===== src/rtl/projectile_engine.sv =====
// Multi-slot projectile controller: synchronises the frame strobe and fire
// buttons, allocates/moves/bounces projectiles and answers per-pixel hit
// queries with registered sprite ROM offsets.
module projectile_engine #(
  parameter int unsigned NUM_SLOTS   = 4,
  parameter int unsigned BOUNCE      = 1,
  parameter int unsigned SPEED       = 1,
  parameter int unsigned B_W         = 40,
  parameter int unsigned B_H         = 10,
  parameter int unsigned LEFT_LIMIT  = 10,
  parameter int unsigned RIGHT_LIMIT = 639,
  parameter int unsigned L_X         = 90,
  parameter int unsigned L_Y         = 52,
  parameter int unsigned R_X         = 510,
  parameter int unsigned R_Y         = 432
) (
  input  logic                 vga_clk,
  input  logic                 Reset,
  input  logic                 frame_clk,
  input  logic                 fire_l_n,
  input  logic                 fire_r_n,
  input  logic [9:0]           DrawX,
  input  logic [9:0]           DrawY,
  output logic                 hit,
  output logic [2:0]           hit_slot,
  output logic                 hit_dir,
  output logic [5:0]           hit_offx,
  output logic [3:0]           hit_offy,
  output logic [NUM_SLOTS-1:0] active_mask,
  output logic                 drop_pulse
);

  localparam logic [10:0] SPD   = 11'(SPEED);
  localparam logic [10:0] BW1   = 11'(B_W - 1);
  localparam logic [10:0] BH1   = 11'(B_H - 1);
  localparam logic [10:0] LLIM  = 11'(LEFT_LIMIT);
  localparam logic [10:0] RLIM  = 11'(RIGHT_LIMIT);
  localparam logic [9:0]  RSTOP = 10'(RIGHT_LIMIT - B_W + 1);

  logic [1:0] frame_sync, fl_sync, fr_sync;
  logic       frame_prev, fl_prev, fr_prev;
  logic       tick, fire_l, fire_r;

  logic [NUM_SLOTS-1:0] active, active_n, dir, dir_n;
  logic [9:0]           pos_x [NUM_SLOTS];
  logic [9:0]           pos_y [NUM_SLOTS];
  logic [9:0]           pos_x_n [NUM_SLOTS];
  logic [9:0]           pos_y_n [NUM_SLOTS];
  logic                 drop_n, l_done, r_done;
  logic [10:0]          nx;

  logic       hit_n, hd_n;
  logic [2:0] hs_n;
  logic [5:0] hox_n;
  logic [3:0] hoy_n;

  // Two-stage synchronisers plus edge registers for the three async inputs
  always_ff @(posedge vga_clk) begin
    if (!Reset) begin
      frame_sync <= '0;
      frame_prev <= 1'b0;
      fl_sync    <= '1;
      fl_prev    <= 1'b1;
      fr_sync    <= '1;
      fr_prev    <= 1'b1;
    end else begin
      frame_sync <= {frame_sync[0], frame_clk};
      frame_prev <= frame_sync[1];
      fl_sync    <= {fl_sync[0], fire_l_n};
      fl_prev    <= fl_sync[1];
      fr_sync    <= {fr_sync[0], fire_r_n};
      fr_prev    <= fr_sync[1];
    end
  end

  assign tick   = frame_sync[1] & ~frame_prev;
  assign fire_l = ~fl_sync[1] & fl_prev;
  assign fire_r = ~fr_sync[1] & fr_prev;

  // Slot update: movement of active slots, then allocation into slots that
  // were inactive before this edge, so freed slots wait one cycle
  always_comb begin
    active_n = active;
    dir_n    = dir;
    pos_x_n  = pos_x;
    pos_y_n  = pos_y;
    l_done   = 1'b0;
    r_done   = 1'b0;
    nx       = '0;
    for (int unsigned i = 0; i < NUM_SLOTS; i++) begin
      if (tick && active[i]) begin
        if (!dir[i]) begin
          nx = {1'b0, pos_x[i]} + SPD;
          if (nx + BW1 > RLIM) begin
            if (BOUNCE != 0) begin
              pos_x_n[i] = RSTOP;
              dir_n[i]   = 1'b1;
            end else begin
              active_n[i] = 1'b0;
            end
          end else begin
            pos_x_n[i] = nx[9:0];
          end
        end else begin
          if ({1'b0, pos_x[i]} < LLIM + SPD) begin
            if (BOUNCE != 0) begin
              pos_x_n[i] = 10'(LEFT_LIMIT);
              dir_n[i]   = 1'b0;
            end else begin
              active_n[i] = 1'b0;
            end
          end else begin
            pos_x_n[i] = pos_x[i] - SPD[9:0];
          end
        end
      end
    end
    for (int unsigned i = 0; i < NUM_SLOTS; i++) begin
      if (!active[i]) begin
        if (fire_l && !l_done) begin
          l_done      = 1'b1;
          active_n[i] = 1'b1;
          dir_n[i]    = 1'b0;
          pos_x_n[i]  = 10'(L_X);
          pos_y_n[i]  = 10'(L_Y);
        end else if (fire_r && !r_done) begin
          r_done      = 1'b1;
          active_n[i] = 1'b1;
          dir_n[i]    = 1'b1;
          pos_x_n[i]  = 10'(R_X);
          pos_y_n[i]  = 10'(R_Y);
        end
      end
    end
    drop_n = (fire_l && !l_done) || (fire_r && !r_done);
  end

  // Hit test against pre-update slot state; lowest active slot wins
  always_comb begin
    hit_n = 1'b0;
    hs_n  = '0;
    hd_n  = 1'b0;
    hox_n = '0;
    hoy_n = '0;
    for (int unsigned i = 0; i < NUM_SLOTS; i++) begin
      if (!hit_n && active[i] &&
          DrawX >= pos_x[i] && {1'b0, DrawX} <= {1'b0, pos_x[i]} + BW1 &&
          DrawY >= pos_y[i] && {1'b0, DrawY} <= {1'b0, pos_y[i]} + BH1) begin
        hit_n = 1'b1;
        hs_n  = 3'(i);
        hd_n  = dir[i];
        hox_n = DrawX[5:0] - pos_x[i][5:0];
        hoy_n = DrawY[3:0] - pos_y[i][3:0];
      end
    end
  end

  // State and registered outputs
  always_ff @(posedge vga_clk) begin
    if (!Reset) begin
      active     <= '0;
      dir        <= '0;
      for (int unsigned i = 0; i < NUM_SLOTS; i++) begin
        pos_x[i] <= '0;
        pos_y[i] <= '0;
      end
      drop_pulse <= 1'b0;
      hit        <= 1'b0;
      hit_slot   <= '0;
      hit_dir    <= 1'b0;
      hit_offx   <= '0;
      hit_offy   <= '0;
    end else begin
      active     <= active_n;
      dir        <= dir_n;
      pos_x      <= pos_x_n;
      pos_y      <= pos_y_n;
      drop_pulse <= drop_n;
      hit        <= hit_n;
      hit_slot   <= hs_n;
      hit_dir    <= hd_n;
      hit_offx   <= hox_n;
      hit_offy   <= hoy_n;
    end
  end

  assign active_mask = active;

endmodule


===== config.mk =====
export PLATFORM = sky130hd
export DESIGN_NAME = projectile_engine
export DESIGN_NICKNAME = d
export VERILOG_FILES = /design/src/rtl/projectile_engine.sv
export SDC_FILE = /design/constraint.sdc
export NUM_CORES = 1
export LEC_CHECK = 0
export BUFFER_PORTS_ARGS = -buffer_cell sky130_fd_sc_hd__buf_2
export CORE_UTILIZATION = 45
export CTS_BUF_LIST = sky130_fd_sc_hd__clkbuf_16
export DETAILED_ROUTE_END_ITERATION = 8
export PLACE_DENSITY = 0.69
export SLEW_MARGIN = 20
export SYNTH_ARGS = -nofsm -noshare
export SYNTH_HDL_FRONTEND = slang
export SYNTH_SLANG_ARGS = --single-unit

===== constraint.sdc =====
create_clock -name vga_clk -period 11.4 [get_ports vga_clk]
set_clock_uncertainty 0.2 [all_clocks]
set_input_delay 2.85 -clock vga_clk [delete_from_list [all_inputs] [get_ports vga_clk]]
set_output_delay 2.85 -clock vga_clk [all_outputs]
set_load 0.01 [all_outputs]

# After elaboration in Yosys (flattened, before gate mapping)
# Index checks and enable logic that the tools add are counted.
totals:
  out_inout_bits: 20
  in_bits: 25
  wordCells: 252
  regBits: 113
classes:
  add_sub_neg: 28
  magnitude_cmp: 24
  reduce_logical: 52
  n_bitwise: 11
  muxes: 114
op_table:
  columns: ["operator", "n"]
  rows:
  - ["10-bit two-way mux", 36]
  - ["10-bit by 11-bit less-or-equal comparator with 1-bit output", 8]
  - ["10-bit greater-or-equal comparator", 8]
  - ["1-bit two-way mux", 68]
  - ["10-bit by 1-bit adder with 11-bit output (second input constant)", 4]
  - ["10-bit by 4-bit adder with 11-bit output (second input constant)", 4]
  - ["10-bit by 6-bit adder with 11-bit output (second input constant)", 4]
  - ["11-bit by 6-bit adder with 11-bit output (second input constant)", 4]
  - ["11-bit by 10-bit > comparator with 1-bit output (second input constant)", 4]
  - ["10-bit by 4-bit < comparator with 1-bit output (second input constant)", 4]
  - ["10-bit by 1-bit subtractor with 10-bit output (second input constant)", 4]
  - ["1-bit logical AND", 31]
  - ["6-bit two-way mux", 4]
  - ["6-bit subtractor", 4]
  - ["4-bit two-way mux", 4]
  - ["4-bit subtractor", 4]
  - ["1-bit logical NOT", 11]
  - ["1-bit NOT", 8]
  - ["2-bit AND reduction", 4]
  - ["2-bit nonzero test", 4]
  - ["2-bit two-way mux", 2]
  - ["1-bit bitwise AND", 3]
  - ["3-bit OR reduction", 1]
  - ["1-bit logical OR", 1]

# Logic depth before layout (Yosys ltp)
# Gate-level depths: netlist (run 1).
logic_depth:
  depth_word: 27
  mapped_depth: 18
  depth_no_buf: 16

# Worst setup path after synthesis (run 1)
# Ideal clock, no wire load.
synth_path:
  kind: "in2reg"
  startpoint: "input port DrawX[0]"
  endpoint: "register hit_offx[2]"
  path_stages: 13
  setup_time_ns: 0.120
  n_path_buf: 1
  required_ns: 11.080
  arrival_time_ns: 5.123
  slack_ns: 5.957
  path_cell_list: "inv_1 ha_1 fa_1 nor2b_1 o21ai_0 a21boi_0 o31ai_1 a21oi_1 o211a_1 buf_2 nor2_1 and3_1 o31a_1"
synth_between:
  elab_chain_len: 27
  elab_cells_between_ends: 41
  classes_between: "4 x add/sub; 8 x order compare; 7 x mux; 22 x reduce/logical"
synth_lines:
  columns: ["element", "line", "rtl"]
  rows:
  - ["from (decl)", "22", "input logic [9:0] DrawX,"]
  - ["10-bit greater-or-equal comparator", "147", "DrawX >= pos_x[i] && {1'b0, DrawX} <= {1'b0, pos_x[i]} + BW1 &&"]
  - ["1-bit logical AND", "146", "if (!hit_n && active[i] &&"]
  - ["1-bit logical AND (2 in a row)", "147", null]
  - ["1-bit logical AND", "148", "DrawY >= pos_y[i] && {1'b0, DrawY} <= {1'b0, pos_y[i]} + BH1) begin"]
  - ["1-bit two-way mux", "146", null]
  - ["1-bit logical NOT", "146", null]
  - ["1-bit logical AND (2 in a row)", "146", null]
  - ["1-bit logical AND (2 in a row)", "147", null]
  - ["[... 5 more ...]", null, null]
  - ["1-bit logical AND (2 in a row)", "147", null]
  - ["1-bit logical AND", "148", null]
  - ["1-bit two-way mux", "146", null]
  - ["1-bit logical NOT", "146", null]
  - ["1-bit logical AND (2 in a row)", "146", null]
  - ["1-bit logical AND (2 in a row)", "147", null]
  - ["1-bit logical AND", "148", null]
  - ["6-bit two-way mux (*)", "146", null]
  - ["to (signal assigned)", "182", "hit_offx <= hox_n;"]
  - ["to (decl)", "27", "output logic [5:0] hit_offx,"]
# Mark *: on every way between the ends. The rest lies on a longest branch, timed or not.
# A chain may end at the register's enable or synchronous reset.

# Worst setup path in the final report (run 1)
# Same ends and word-level chain as after synthesis.

==> results of run 1 <==
==> path summary, 6_finish.rpt <==
path / start / endpoint / depth (start not counted) / slack, ns
setup reg to reg: pos_x[30] / hit_offx[2] / 14 / 6.54
hold / removal: fr_sync[0] / fr_sync[1] / 1 / 0.21
hold reg to reg: fr_sync[0] / fr_sync[1] / 1 / 0.21
setup / recovery: DrawX[0] / hit_offx[2] / 11 / 5.60
==> logic make-up (layout without fill, tap and decap cells) <==
family | count (synthesis) | in the layout | synth area share
mux | 7 | 7 | 0.007141
simple gates | 479 | 479 | 0.2395
other cells | 1 | 1 | 0.0003755
buf+inv | 163 | 144 | 0.06840
compound gates | 427 | 427 | 0.2920
fa+ha+maj | 124 | 124 | 0.1584
xor+xnor | 75 | 75 | 0.06577
flops | 84 | 84 | 0.1684
==> per-layer routing <==
layer,track usage,vias up
met5,0,-
met4,0.08050,0
met3,0.03554,45
met2,0.4213,446
met1,0.3877,4821
li1,-,4995
==> worst reg2reg max path, delay by kind of cell (launching register included) <==
kind / cells / cell delay (ns)
AO/OA/AOI/OAI: 4 / 1.16
buffers and inverters: 1 / 0.28
AND/OR/NAND/NOR: 6 / 1.59
flip-flops: 1 / 0.65
adder cells (fa/ha/maj): 2 / 0.68
XOR/XNOR: 1 / 0.20
==> stage by stage <==
step / power, mW / std cells
4_1_cts: 0.7966 / 1621
2_1_floorplan: 0.4699 / 1360
3_3_place_gp: 0.5211 / 1605
3_5_place_dp: 0.5231 / 1605
6_report: 0.7955 / 1621
5_1_grt: 0.8356 / 1621
==> where the power goes <==
part,total (mW),switching (mW),internal (mW)
Clock,0.272,0.126,0.146
Sequential,0.324,0.0230,0.301
Combinational,0.200,0.121,0.0787
Total,0.796,0.270,0.526
==> sequential cells by signal, summed over array words and instances, names as in the netlist <==
register     flops
fl_sync          2
hit_slot         2
dir              4
hit              1
fr_prev          1
hit_offx         6
hit_dir          1
hit_offy         4
fl_prev          1
frame_sync       2
active_mask      4
frame_prev       1
fr_sync          2
drop_pulse       1
pos_y           12
pos_x           40
==> area by class of cell <==
class / instances / area share
clock inverter: 7 / 0.004304
multi-input combinational: 1113 / 0.7283
inverter: 83 / 0.02977
clock buffer: 9 / 0.02152
timing repair buffer: 45 / 0.02200
tap: 280 / 0.03347
sequential: 84 / 0.1607
==> cells in the final DEF (no fill, tap or decap), types with 43 or more instances in the layout <==
| cell | count |
|---|---|
| o21ai_0 | 90 |
| nand2_1 | 113 |
| nand3_1 | 46 |
| xnor2_1 | 66 |
| ha_1 | 120 |
| buf_2 | 43 |
| nor2_1 | 114 |
| dfxtp_1 | 84 |
| inv_1 | 73 |
| nor3_1 | 48 |
| a21oi_1 | 97 |
==> impl_metrics.csv, run 1 <==
group,metric,value,unit
status,status,"completed",
logic_synthesis,avgSynthCellArea,7.343,um2
logic_synthesis,yosysTopAreaCell,"dfxtp_1",
critical_path,cpLargestDelayFamily,"simple AND/OR/NAND/NOR gates",
floorplan,die-area,22790,um2
cts,htreeDepth,3,
route,wl_met3,2.304,mm
route,drt-pass1-iter-count,7,
placement,gp_congestion,0.9869,
sta,final-setup-viol-count,0,
layout,regArea,1682,um2
cts,path_clk_slew,0.06,ns
cts,clock_sinks,84,
route,drc,0,
critical_path,crit_arrival,5.83,ns
pwr,p_leak,3.965,nW
cts,post_cts_buffers,0,
placement,place_ws,5.279,ns
layout,multi_input_comb_area,7622,um2
floorplan,die_x,151.0,um
grt,track_usage,0.2715,
cts,cts_tree,"yes",
placement,dpl-instance-area,10200,um2
route,vias_per_cell,6.358,
route,wl_met1,14.53,mm
route,drt-initial-drc-count,1048,
pwr,ir_worst_vdd,0.06979,mV
logic_synthesis,synth_commonest_cells,"120 x ha_1, 114 x nor2_1, 113 x nand2_1, 97 x a21oi_1, 90 x o21ai_0",
floorplan,pin_count,45,
sta,timing_worst_slew_pin_value,1.090,ns
cts,numCtsBuffers,9,
grt,grt_pass1_wl,49.02,mm
worst_hold_path,hp-class,"reg -> reg",
critical_path,cp_slowest_cell,"nor3_2",
cts,clock_path_buffers,2,
route,drt-total-wl,31.14,mm
logic_synthesis,yosysSeqAreaShare,0.1684,
floorplan,fp.coreArea,21820,um2
cts,clkLatencyLatePin,0.36,ns
logic_synthesis,synth_cells,1360,
cts,clock-root-buffer,"clkbuf_16",
logic_synthesis,synth_warnings,0,
logic_synthesis,yosysMostFrequentCell,"ha_1",
route,wl_per_cell,19.21,um
logic_synthesis,yosysUniqueCellTypes,97,
grt,grt_pass1_vias,9223,
critical_path,critical_path.most_common_cell,"and3_1",
grt,grt_antenna_before_repair,0,
placement,numPortBuffers,43,
layout,area_growth_syn_to_layout,4.798,%
layout,drive_gt1_frac,0.06786,
sta,setup_tns,0,ns
sta,min_period,5.795,ns
critical_path,worstSetupEndpointType,"flip-flop",
layout,antenna_cells,0,
logic_synthesis,synth_area,9987,um2
cts,holdBufCountCts,0,
critical_path,worst_ep_required_time,11.44,ns
critical_path,path_cells,"buf_2 -> inv_1 -> ha_1 -> nand2_1 -> o32a_1 -> and3_1 -> a221o_1 -> nor3_2 -> nor2_1 -> and3_1 -> o31a_1",
grt,grt_max_degree,37,
cts,cts_resized,0,
floorplan,std_cell_rows,54,
route,highest_layer,"met4",
pwr,powerDensity,76.01,nW/um2
sta,post-route-period-util,0.5084,
critical_path,cp_slowest_stage_delay,0.74,ns
sta,rsz0062_at_grt,"false",
logic_synthesis,syn_nets,1509,
layout,fillCellCount,2164,
sta,drv_slew,0,
logic_synthesis,ys_top_cells_by_area,"dfxtp_1 17%, ha_1 15%, xnor2_1 5.8%",
route,wl_met2,13.59,mm
route,vias,10307,
critical_path,path_class,"in -> reg",
sta,fin_hold_ws,0.2083,ns
logic_synthesis,synth_ff_type,"dfxtp_1",
layout,final_nets,1485,
logic_synthesis,synth-edff-count,0,
floorplan,initial_utilization,0.4576,
placement,place_hpwl,23.65,mm
route,antenna_left,0,
layout,fin_util,0.4796,
logic_synthesis,yosys.area.top_type_share,0.1684,
critical_path,worst-path-buf-inv,2,
critical_path,cp_max_fo,15,
floorplan,fp.dieH,151.0,um
logic_synthesis,ys_seq_elements,84,
job,maxCapViolCount,0,
sta,hold_violations,0,
sta,relSlewSlack,0.2653,
logic_synthesis,async_flop_share,0,
sta,fmax,0.1726,GHz
sta,setup_ws,5.605,ns
critical_path,critPathLaunchType,"primary input",
layout,fin_area,10470,um2
grt,grt_overflow,0,
(Power assumes the default switching activity.)
==> run 2, diff against run 1 <==
==> constraint.sdc (replaced) <==
create_clock -name vga_clk -period 5.6 [get_ports vga_clk]
set_clock_uncertainty 0.2 [all_clocks]
set_input_delay 1.4 -clock vga_clk [delete_from_list [all_inputs] [get_ports vga_clk]]
set_output_delay 1.4 -clock vga_clk [all_outputs]
set_load 0.01 [all_outputs]
==> run 2 against run 1 <==
Against the previous run:
- power up 120%
- final cell count stayed put
- first-iteration DRC count up 5.1%
- final area is 0.51% higher
- worst hold slack gained 0.0033 ns
- utilization increased by 0.25 points
- worst setup slack got worse by 4.7 ns
- die area unchanged
- critical path type is now reg -> reg
- largest cell class unchanged
- largest power group unchanged
- highest routed layer is now met5
==> impl_metrics.csv, run 2 (synthesis results as in run 1) <==
group,metric,value,unit
status,status,"completed",
floorplan,initial_utilization,0.4576,
grt,grt_overflow,0,
placement,place_hpwl,23.34,mm
pwr,ir_worst_vdd,0.1468,mV
layout,drive_gt1_frac,0.07010,
route,highest_layer,"met5",
cts,clock_sinks,84,
sta,timing_worst_slew_pin_value,1.017,ns
floorplan,fp.dieH,151.0,um
route,wl_met1,14.49,mm
sta,setup_ws,0.9011,ns
grt,grt_antenna_before_repair,1,
route,vias,10471,
route,drt-initial-drc-count,1101,
route,drt-total-wl,31.19,mm
floorplan,std_cell_rows,54,
grt,grt_max_degree,33,
placement,dpl-instance-area,10210,um2
floorplan,pin_count,45,
worst_hold_path,hp-class,"reg -> reg",
layout,area_growth_syn_to_layout,5.337,%
sta,setup_tns,0,ns
placement,gp_congestion,0.9699,
cts,htreeDepth,3,
floorplan,die-area,22790,um2
cts,clock-root-buffer,"clkbuf_16",
placement,place_ws,0.8879,ns
cts,post_cts_buffers,0,
sta,hold_violations,0,
cts,numCtsBuffers,9,
critical_path,cp_max_fo,15,
pwr,p_leak,3.993,nW
sta,fmax,0.2128,GHz
floorplan,die_x,151.0,um
grt,track_usage,0.2730,
layout,multi_input_comb_area,7626,um2
sta,drv_slew,0,
critical_path,path_class,"reg -> reg",
floorplan,fp.coreArea,21820,um2
critical_path,worstSetupEndpointType,"flip-flop",
grt,grt_pass1_wl,49.18,mm
cts,cts_tree,"yes",
cts,cts_resized,0,
cts,path_clk_slew,0.06,ns
critical_path,critPathLaunchType,"flip-flop",
layout,fillCellCount,2220,
route,drt-pass1-iter-count,6,
placement,numPortBuffers,43,
sta,post-route-period-util,0.8391,
layout,layout_common_cells,"120 x ha_1, 114 x nor2_1, 113 x nand2_1",
route,antenna_left,0,
layout,reg_top3,"pos_x: 40 flops, pos_y: 12 flops, hit_offx: 6 flops",
layout,largest_reg_flops,40,
pwr,powerDensity,163.1,nW/um2
route,drc,0,
layout,final_nets,1487,
sta,relSlewSlack,0.3147,
layout,top_register,"pos_x",
cts,clock_path_buffers,2,
critical_path,cpLargestDelayFamily,"simple AND/OR/NAND/NOR gates",
cts,holdBufCountCts,0,
layout,fin_area,10520,um2
layout,layout_commonest_cell,"ha_1",
critical_path,path_cells,"inv_1 -> ha_1 -> nand2b_1 -> a31oi_1 -> nor2_1 -> xnor2_1 -> ha_1 -> nand2_1 -> o32a_1 -> and3_1 -> a221o_1 -> nor3_2 -> nor2_1 -> and3_1 -> a22o_1",
route,vias_per_cell,6.460,
grt,grt_pass1_vias,9206,
pwr,power.total,1.716,mW
critical_path,worst-path-buf-inv,1,
critical_path,cp_slowest_cell,"nor3_2",
layout,antenna_cells,0,
route,wl_met3,2.344,mm
critical_path,worst_ep_required_time,5.64,ns
cts,clkLatencyLatePin,0.36,ns
critical_path,crit_arrival,4.74,ns
sta,rsz0062_at_grt,"false",
layout,fin_util,0.4821,
route,wl_met2,13.64,mm
sta,min_period,4.699,ns
critical_path,cp_slowest_stage_delay,0.72,ns
layout,regArea,1682,um2
sta,final-setup-viol-count,0,
route,wl_per_cell,19.24,um
job,maxCapViolCount,0,
==> run 2: cell count changes in the layout (fill, tap and decap cells not counted) <==
cell       before  now
clkinv_1       10    8
bufinv_16       0    2
o21ai_2         0    1
clkinv_4        3    1
buf_4           2    4
o21ai_1         4    3
==> run 2: path summary, 6_finish.rpt <==
check	startpoint	end	slack [ns]	cells past startpoint
setup / recovery	pos_x[30]	hit_offy[2]	0.90	15
hold reg to reg	fr_sync[0]	fr_sync[1]	0.21	1
setup reg to reg	pos_x[30]	hit_offy[2]	0.90	15
hold / removal	fr_sync[0]	fr_sync[1]	0.21	1
==> run 2: cell type report <==
| cell class | instances | area share |
|---|---|---|
| inverter | 83 | 0.02961 |
| sequential | 84 | 0.1598 |
| clock buffer | 9 | 0.02141 |
| tap | 280 | 0.03330 |
| clock inverter | 5 | 0.007612 |
| multi-input combinational | 1113 | 0.7249 |
| timing repair buffer | 47 | 0.02331 |
==> run 2: layer usage <==
layer	global-route usage	vias up
met5	0	-
met4	0.08100	2
met3	0.03614	64
met2	0.4193	476
met1	0.3932	4945
li1	-	4984
==> run 2: where the power goes <==
part           internal, mW  switching [mW]  leakage [nW]  total (mW)
clock                 0.385           0.265         0.149       0.650
combinational         0.160           0.248          3.16       0.408
sequential            0.612          0.0461         0.681       0.658
==> run 2: through the flow <==
step | std cells | hold slack, ns
2_1_floorplan | 1360 | 0.1863
3_3_place_gp | 1607 | 0.1875
3_5_place_dp | 1607 | 0.1985
4_1_cts | 1621 | 0.2150
5_1_grt | 1621 | 0.2364
6_report | 1621 | 0.2116
